$ cat src/rtl/fir_pkg.sv
// Shared types and constants for the time-multiplexed FIR MAC scheduler.
package fir_pkg;

  localparam int unsigned FIR_N     = 16;
  localparam int unsigned FIR_NTAPS = 4;

  typedef enum logic [1:0] {
    ST_IDLE = 2'd0,
    ST_MAC  = 2'd1,
    ST_OUT  = 2'd2
  } fir_state_e;

  function automatic int unsigned fir_aw(input int unsigned ntaps);
    return $clog2(ntaps);
  endfunction

  // Coefficient bank value after reset: tap k holds k+1.
  function automatic int unsigned coef_default(input int unsigned k);
    return k + 1;
  endfunction

endpackage

$ cat src/rtl/fir_mac_scheduler_if.sv
// Sample/result handshake and coefficient write port of the FIR scheduler.
interface fir_mac_scheduler_if
  import fir_pkg::*;
#(
  parameter int unsigned N     = FIR_N,
  parameter int unsigned NTAPS = FIR_NTAPS,
  parameter int unsigned AW    = fir_aw(NTAPS)
);

  logic          rin;
  logic [N-1:0]  dataIn1;
  logic          ready;
  logic          r_out;
  logic [N-1:0]  dataOut1;
  logic          out_ack;
  logic          coef_we;
  logic [AW-1:0] coef_addr;
  logic [N-1:0]  coef_data;
  logic          cfg_err;
  logic          busy;

  modport master (
    output rin, dataIn1, out_ack, coef_we, coef_addr, coef_data,
    input  ready, r_out, dataOut1, cfg_err, busy
  );

  modport slave (
    input  rin, dataIn1, out_ack, coef_we, coef_addr, coef_data,
    output ready, r_out, dataOut1, cfg_err, busy
  );

endinterface

$ cat src/rtl/fir_sample_ring.sv
// Circular sample history with write pointer and a read port relative to the newest sample.
module fir_sample_ring
  import fir_pkg::*;
#(
  parameter int unsigned N     = FIR_N,
  parameter int unsigned NTAPS = FIR_NTAPS,
  parameter int unsigned AW    = fir_aw(NTAPS)
) (
  input  logic          clk,
  input  logic          rst_n,
  input  logic          wr_en,
  input  logic [N-1:0]  wr_data,
  input  logic [AW-1:0] rd_k,
  output logic [N-1:0]  rd_data
);

  logic [N-1:0]  ring_q [NTAPS];
  logic [N-1:0]  ring_d [NTAPS];
  logic [AW-1:0] wr_ptr_q, wr_ptr_d;
  logic [AW-1:0] rd_idx_c;

  always_comb begin
    ring_d   = ring_q;
    wr_ptr_d = wr_ptr_q;
    if (wr_en) begin
      ring_d[wr_ptr_q] = wr_data;
      wr_ptr_d = (32'(wr_ptr_q) == NTAPS - 1) ? '0 : wr_ptr_q + AW'(1);
    end
  end

  // Newest sample sits one slot behind the write pointer.
  always_comb begin
    rd_idx_c = AW'((32'(wr_ptr_q) + 2 * NTAPS - 1 - 32'(rd_k)) % NTAPS);
  end

  assign rd_data = ring_q[rd_idx_c];

  always_ff @(posedge clk or negedge rst_n) begin
    if (!rst_n) begin
      wr_ptr_q <= '0;
      for (int unsigned i = 0; i < NTAPS; i++) ring_q[i] <= '0;
    end else begin
      wr_ptr_q <= wr_ptr_d;
      ring_q   <= ring_d;
    end
  end

endmodule

$ cat src/rtl/fir_mac_scheduler.sv
// FIR controller sharing one multiply-accumulate path across all taps, one step per cycle.
module fir_mac_scheduler
  import fir_pkg::*;
#(
  parameter int unsigned N     = FIR_N,
  parameter int unsigned NTAPS = FIR_NTAPS,
  parameter int unsigned AW    = fir_aw(NTAPS)
) (
  input  logic                clk,
  input  logic                rst,
  input  logic                enable,
  fir_mac_scheduler_if.slave  bus
);

  fir_state_e    state_q, state_d;
  logic [N-1:0]  acc_q, acc_d;
  logic [N-1:0]  dout_q, dout_d;
  logic [AW-1:0] k_q, k_d;
  logic [N-1:0]  coef_q [NTAPS];
  logic [N-1:0]  coef_d [NTAPS];
  logic          r_out_q, r_out_d;
  logic          cfg_err_q, cfg_err_d;

  logic          idle_c, accept_c, addr_ok_c, coef_wr_c;
  logic [N-1:0]  hist_c, prod_c;

  assign idle_c    = (state_q == ST_IDLE);
  assign accept_c  = enable & idle_c & bus.rin;
  assign addr_ok_c = 32'(bus.coef_addr) < NTAPS;
  assign coef_wr_c = enable & idle_c & bus.coef_we & addr_ok_c;

  fir_sample_ring #(.N(N), .NTAPS(NTAPS), .AW(AW)) u_ring (
    .clk     (clk),
    .rst_n   (rst),
    .wr_en   (accept_c),
    .wr_data (bus.dataIn1),
    .rd_k    (k_q),
    .rd_data (hist_c)
  );

  // Product truncated to N bits before accumulation; both wrap modulo 2^N.
  assign prod_c = N'(coef_q[k_q] * hist_c);

  always_comb begin
    state_d   = state_q;
    acc_d     = acc_q;
    k_d       = k_q;
    dout_d    = dout_q;
    r_out_d   = r_out_q;
    cfg_err_d = 1'b0;
    coef_d    = coef_q;
    if (enable) begin
      cfg_err_d = bus.coef_we & ~coef_wr_c;
      if (coef_wr_c) coef_d[bus.coef_addr] = bus.coef_data;
      unique case (state_q)
        ST_IDLE: begin
          if (bus.rin) begin
            acc_d   = '0;
            k_d     = '0;
            state_d = ST_MAC;
          end
        end
        ST_MAC: begin
          acc_d = acc_q + prod_c;
          k_d   = k_q + AW'(1);
          if (32'(k_q) == NTAPS - 1) begin
            k_d     = '0;
            dout_d  = acc_d;
            r_out_d = 1'b1;
            state_d = ST_OUT;
          end
        end
        ST_OUT: begin
          if (bus.out_ack) begin
            r_out_d = 1'b0;
            state_d = ST_IDLE;
          end
        end
        default: state_d = ST_IDLE;
      endcase
    end
  end

  always_ff @(posedge clk or negedge rst) begin
    if (!rst) begin
      state_q   <= ST_IDLE;
      acc_q     <= '0;
      k_q       <= '0;
      dout_q    <= '0;
      r_out_q   <= 1'b0;
      cfg_err_q <= 1'b0;
      for (int unsigned i = 0; i < NTAPS; i++) coef_q[i] <= N'(coef_default(i));
    end else begin
      state_q   <= state_d;
      acc_q     <= acc_d;
      k_q       <= k_d;
      dout_q    <= dout_d;
      r_out_q   <= r_out_d;
      cfg_err_q <= cfg_err_d;
      coef_q    <= coef_d;
    end
  end

  assign bus.ready    = enable & idle_c;
  assign bus.busy     = ~idle_c;
  assign bus.r_out    = r_out_q;
  assign bus.dataOut1 = dout_q;
  assign bus.cfg_err  = cfg_err_q;

endmodule
$ cat src/flat_wrapper.sv
// flat-port wrapper written by rule: the top's interface ports become plain ports
module fir_mac_scheduler_flat import fir_pkg::*;
#(
  parameter int unsigned N     = FIR_N,
  parameter int unsigned NTAPS = FIR_NTAPS,
  parameter int unsigned AW    = fir_aw(NTAPS)
)
  (clk, rst, enable, bus_rin, bus_dataIn1, bus_out_ack, bus_coef_we, bus_coef_addr, bus_coef_data, bus_ready, bus_r_out, bus_dataOut1, bus_cfg_err, bus_busy);
  fir_mac_scheduler_if #(.N(N), .NTAPS(NTAPS), .AW(AW)) bus_i ();
  input  logic clk;
  input  logic rst;
  input  logic enable;
  input wire logic [$bits(bus_i.rin)-1:0] bus_rin;
  input wire logic [$bits(bus_i.dataIn1)-1:0] bus_dataIn1;
  input wire logic [$bits(bus_i.out_ack)-1:0] bus_out_ack;
  input wire logic [$bits(bus_i.coef_we)-1:0] bus_coef_we;
  input wire logic [$bits(bus_i.coef_addr)-1:0] bus_coef_addr;
  input wire logic [$bits(bus_i.coef_data)-1:0] bus_coef_data;
  output wire logic [$bits(bus_i.ready)-1:0] bus_ready;
  output wire logic [$bits(bus_i.r_out)-1:0] bus_r_out;
  output wire logic [$bits(bus_i.dataOut1)-1:0] bus_dataOut1;
  output wire logic [$bits(bus_i.cfg_err)-1:0] bus_cfg_err;
  output wire logic [$bits(bus_i.busy)-1:0] bus_busy;
  assign bus_i.rin = bus_rin;
  assign bus_i.dataIn1 = bus_dataIn1;
  assign bus_i.out_ack = bus_out_ack;
  assign bus_i.coef_we = bus_coef_we;
  assign bus_i.coef_addr = bus_coef_addr;
  assign bus_i.coef_data = bus_coef_data;
  assign bus_ready = bus_i.ready;
  assign bus_r_out = bus_i.r_out;
  assign bus_dataOut1 = bus_i.dataOut1;
  assign bus_cfg_err = bus_i.cfg_err;
  assign bus_busy = bus_i.busy;
  fir_mac_scheduler #(.N(N), .NTAPS(NTAPS), .AW(AW)) u_core (.clk(clk), .rst(rst), .enable(enable), .bus(bus_i));
endmodule
$ cat config.mk
export PLATFORM = sky130hd
export DESIGN_NAME = fir_mac_scheduler_flat
export DESIGN_NICKNAME = d
export VERILOG_FILES = /design/src/rtl/fir_pkg.sv /design/src/rtl/fir_mac_scheduler_if.sv /design/src/rtl/fir_sample_ring.sv /design/src/rtl/fir_mac_scheduler.sv /design/src/flat_wrapper.sv
export SDC_FILE = /design/constraint.sdc
export NUM_CORES = 1
export LEC_CHECK = 0
export ABC_CLOCK_PERIOD_IN_PS = 8750
export CORE_UTILIZATION = 55
export CTS_CLUSTER_SIZE = 40
export DETAILED_ROUTE_END_ITERATION = 8
export GPL_TIMING_DRIVEN = 0
export PLACE_DENSITY = 0.74
export SLEW_MARGIN = 20
export SYNTH_ARGS = -nofsm -noshare
export SYNTH_HDL_FRONTEND = slang
export SYNTH_SLANG_ARGS = --single-unit
export TNS_END_PERCENT = 10
$ cat constraint.sdc
create_clock -name clk -period 8.75 [get_ports clk]
set_clock_uncertainty 0.05 [all_clocks]
set_input_delay 1.3125 -clock clk [delete_from_list [all_inputs] [get_ports clk]]
set_output_delay 1.3125 -clock clk [all_outputs]
set_load 0.01 [all_outputs]
==> impl_metrics.ini <==
[setup_path]
critical_path_class = reg -> reg
worst-path-buf-inv = 5
critical_path.top_delay_family = adder cells
crit_arrival_ns = 8.28
crit_path_max_incr_delay_ns = 0.58
timing.critical_path.required_ns = 9.06
worst_setup_path_end_kind = flop
cells_along_the_critical_path = buf_4 -> buf_2 -> inv_1 -> ha_1 -> clkbuf_4 -> mux2i_1 -> a21oi_2 -> clkbuf_1 -> nand2_1 -> fa_1 -> fa_1 -> fa_1 -> fa_1 -> fa_1 -> fa_1 -> xor2_1 -> xnor2_1 -> xnor2_1 -> xnor2_1 -> xnor2_1 -> xnor3_2 -> xnor3_1 -> o21ai_1
critical_path.most_common_cell = sky130_fd_sc_hd__fa_1
cp_max_fo = 10
critical_path.reg2reg.startpoint = u_core.k_q[0]
cp_slowest_cell = sky130_fd_sc_hd__fa_1
reg2reg_setup_slack_ns = 0.78
worst-r2r-cell-count = 23
reg2reg_capture_point = u_core.acc_q[15]
critical_path.startpoint_type = flop

[floorplanning]
die_y_um = 146
chipWidth_um = 146
die_area_um2 = 21500
core_region_area_um2 = 20400
core.rowCount = 52
io-pin-count = 60
floorplan.initialDensity = 0.564

[timing]
setup_ws_ns = 0.784
rsz_0062_raised_after_global_routing = no
layout_min_cycle_time_ns = 7.97
setup_violations = 0
achievable-frequency_mhz = 126
count_of_pins_over_their_slew_limit = 0
report.final.hold_viol_count = 0
timing.final.crit_share = 0.910
worstMarginPinSlew_ns = 1.06
slew-limit-headroom = 0.286

[status]
status = completed

[flow_run]
max_cap_violations = 0

[clock_tree]
clkLatencyLatePin_ns = 0.44
clkSinkCount = 168
cts_inserted_buffers = 17
cts.repair_timing.setup_buffer_count = 0
count_of_instances_resized_after_the_clock_tree_is_built = 0
clk_path_buf_depth = 2
postCtsHoldBufs = 0
clkSlewWorstSetupHoldPaths_ns = 0.07
clockRootBuffer = sky130_fd_sc_hd__clkbuf_16
htree_num_levels = 4
tritoncts = built

[placed_design]
pre_cts_slack_ns = 0.765
post-dp-hpwl_um = 18200
io_buffer_count = 59
gp_congestion = 0.876
placed_cell_area_um2 = 12400
placed_cells = 1319

[synth]
synth_compound_gate_area_share = 0.0348
syn-instance-count = 989
synth_area_leaders = sky130_fd_sc_hd__dfrtp_1 36%, sky130_fd_sc_hd__fa_1 16%, sky130_fd_sc_hd__mux2_2 13%
synth_area_per_cell_um2 = 11.6
synthSimpleGateAreaFrac = 0.0812
synth_sequential_area_ratio = 0.367
synth_edf_count = 0
synth_mux_area_frac = 0.188
synth_adder_area_share = 0.227
netlist_area_um2 = 11500
synthDominantCellAreaShare = 0.355
yosysTopAreaCell = sky130_fd_sc_hd__dfrtp_1
post_synth_xor_area_fraction = 0.0345
postSynthRegisterBits = 168
largest_family_of_logic_cells_by_synthesized_area = adder cells
synth_flop_cell = sky130_fd_sc_hd__dfrtp_1
synth.distinct_cells = 43
synthesis.nets = 1181
async_flop_share = 1.00
synthesis.yosys.warnings = 0

[worst_hold_path]
hold-path-endpoint = u_core.bus.dataOut1[12]
hp-start = u_core.bus.dataOut1[12]
whs_path_depth = 2
hold_removal_path_class = reg -> reg

[drt]
via_per_inst = 5.41
drt.antenna.violating_nets = 0
drt_iter0_markers = 399
drt_drc_violations_left = 0
routedWlPerCell_um = 18.0
finalWirelength_um = 24400
dr.pass1.iters = 5
num_vias = 7315

[cells_and_area]
finalInstanceArea_um2 = 13000
layout.cells.non_filler = 1351
postLayoutCoreUtil = 0.640
layout-drive-gt1-share = 0.191
syn_to_final_growth_pct = 13.5
fin_nets = 1260
antenna_cells = 0

[global_routing]
grt_max_degree = 95
grt_util_all_layers = 0.247
grt_antenna_before_repair = 0
number_of_global_route_vias_before_repair = 7782
globalRoute.totalOverflow = 0
wire_length_of_the_first_global_routing_pass_um = 40600
==> registers in the layout, summed over array words and instances, names as in the netlist <==
signal	cells
u_core.bus.cfg_err	1
u_core.state_q	2
u_core.k_q	2
u_core.u_ring.wr_ptr_q	2
u_core.coef_q	64
u_core.bus.dataOut1	16
u_core.u_ring.ring_q	64
u_core.bus.r_out	1
u_core.acc_q	16
==> tightest hold or removal path, delay by kind of cell, from the launching register on <==
family / cells / cell delay, ns
AOI/OAI and AO/OA: 1 / 0.06
DFF: 1 / 0.34
and+or+nand+nor: 1 / 0.04
==> final cells by class <==
class | count | area [um^2]
Fill cell | 1578 | 7330
Sequential cell | 168 | 4210
Clock inverter | 11 | 138
Timing Repair Buffer | 60 | 623
Multi-Input combinational cell | 624 | 6500
Inverter | 163 | 612
Buffer | 34 | 165
Clock buffer | 21 | 450
Tap cell | 270 | 338
==> per-layer routing <==
| metal | part of all wire | vias to the layer above | wire length [um] | track usage |
|---|---|---|---|---|
| met5 | 0 | - | 0 | 0 |
| met4 | 0.017 | 0 | 419 | 0.0786 |
| met3 | 0.038 | 33 | 935 | 0.0388 |
| met2 | 0.50 | 167 | 12300 | 0.419 |
| met1 | 0.44 | 3761 | 10700 | 0.328 |
| li1 | - | 3354 | - | - |
==> metrics by stage <==
stage / hold WS (ns) / TNS [ns]
6_report: 0.425 / 0
4_1_cts: 0.436 / 0
3_3_place_gp: 0.410 / -93.54
5_1_grt: 0.459 / 0
2_1_floorplan: 0.400 / 0
3_5_place_dp: 0.420 / 0
==> layout by cell type, fill, tap and decap left out, types with 6 or more instances in the layout <==
| cell | instances |
|---|---|
| sky130_fd_sc_hd__xor2_1 | 9 |
| sky130_fd_sc_hd__nand2_1 | 122 |
| sky130_fd_sc_hd__mux2_2 | 131 |
| sky130_fd_sc_hd__nor2b_1 | 6 |
| sky130_fd_sc_hd__a21oi_1 | 9 |
| sky130_fd_sc_hd__nor2_1 | 6 |
| sky130_fd_sc_hd__and2_1 | 56 |
| sky130_fd_sc_hd__o21ai_0 | 33 |
| sky130_fd_sc_hd__clkbuf_1 | 28 |
| sky130_fd_sc_hd__dfrtp_1 | 163 |
| sky130_fd_sc_hd__ha_1 | 58 |
| sky130_fd_sc_hd__fa_1 | 94 |
| sky130_fd_sc_hd__xnor2_1 | 31 |
| sky130_fd_sc_hd__clkdlybuf4s50_1 | 58 |
| sky130_fd_sc_hd__clkbuf_16 | 17 |
| sky130_fd_sc_hd__mux4_2 | 24 |
| sky130_fd_sc_hd__inv_1 | 163 |
==> worst max path at each step <==
stage                        from                      end  slack [ns]  cells past startpoint
finish              u_core.k_q[0]         u_core.acc_q[15]        0.78                     23
floorplan           u_core.k_q[0]         u_core.acc_q[15]        1.80                     25
CTS                 u_core.k_q[0]         u_core.acc_q[15]        0.75                     23
detailed placement  u_core.k_q[0]         u_core.acc_q[15]        0.77                     25
global placement              rst  u_core.u_ring.ring_q[0]       -0.59                      1
global route        u_core.k_q[0]  u_core.bus.dataOut1[15]        0.39                     25
==> Yosys cell counts (3+ instances only) <==
master and number:
sky130_fd_sc_hd__inv_1 163, sky130_fd_sc_hd__mux2_2 131, sky130_fd_sc_hd__o21ai_0 33, sky130_fd_sc_hd__nand2_1 122
sky130_fd_sc_hd__mux2i_1 4, sky130_fd_sc_hd__fa_1 94, sky130_fd_sc_hd__mux4_1 4, sky130_fd_sc_hd__a22o_1 4
sky130_fd_sc_hd__and2_1 56, sky130_fd_sc_hd__nand3_1 3, sky130_fd_sc_hd__dfstp_2 5, sky130_fd_sc_hd__buf_4 3
sky130_fd_sc_hd__a21oi_2 3, sky130_fd_sc_hd__o21ai_1 3, sky130_fd_sc_hd__nor2b_1 6, sky130_fd_sc_hd__clkbuf_1 25
sky130_fd_sc_hd__xor2_1 9, sky130_fd_sc_hd__mux4_2 24, sky130_fd_sc_hd__buf_2 3, sky130_fd_sc_hd__ha_1 58
sky130_fd_sc_hd__dfrtp_1 163, sky130_fd_sc_hd__nor2_1 6, sky130_fd_sc_hd__xnor2_1 31, sky130_fd_sc_hd__a21oi_1 9
==> cells by family after synthesis <==
group	count (synthesis)
simple gates	201
compound gates	66
buf+inv	197
xor+xnor	42
mux	163
fa+ha+maj	152
flops	168
Power is not shown: default switching activity piles up to over one toggle a cycle in this logic, so the estimate is an artifact.
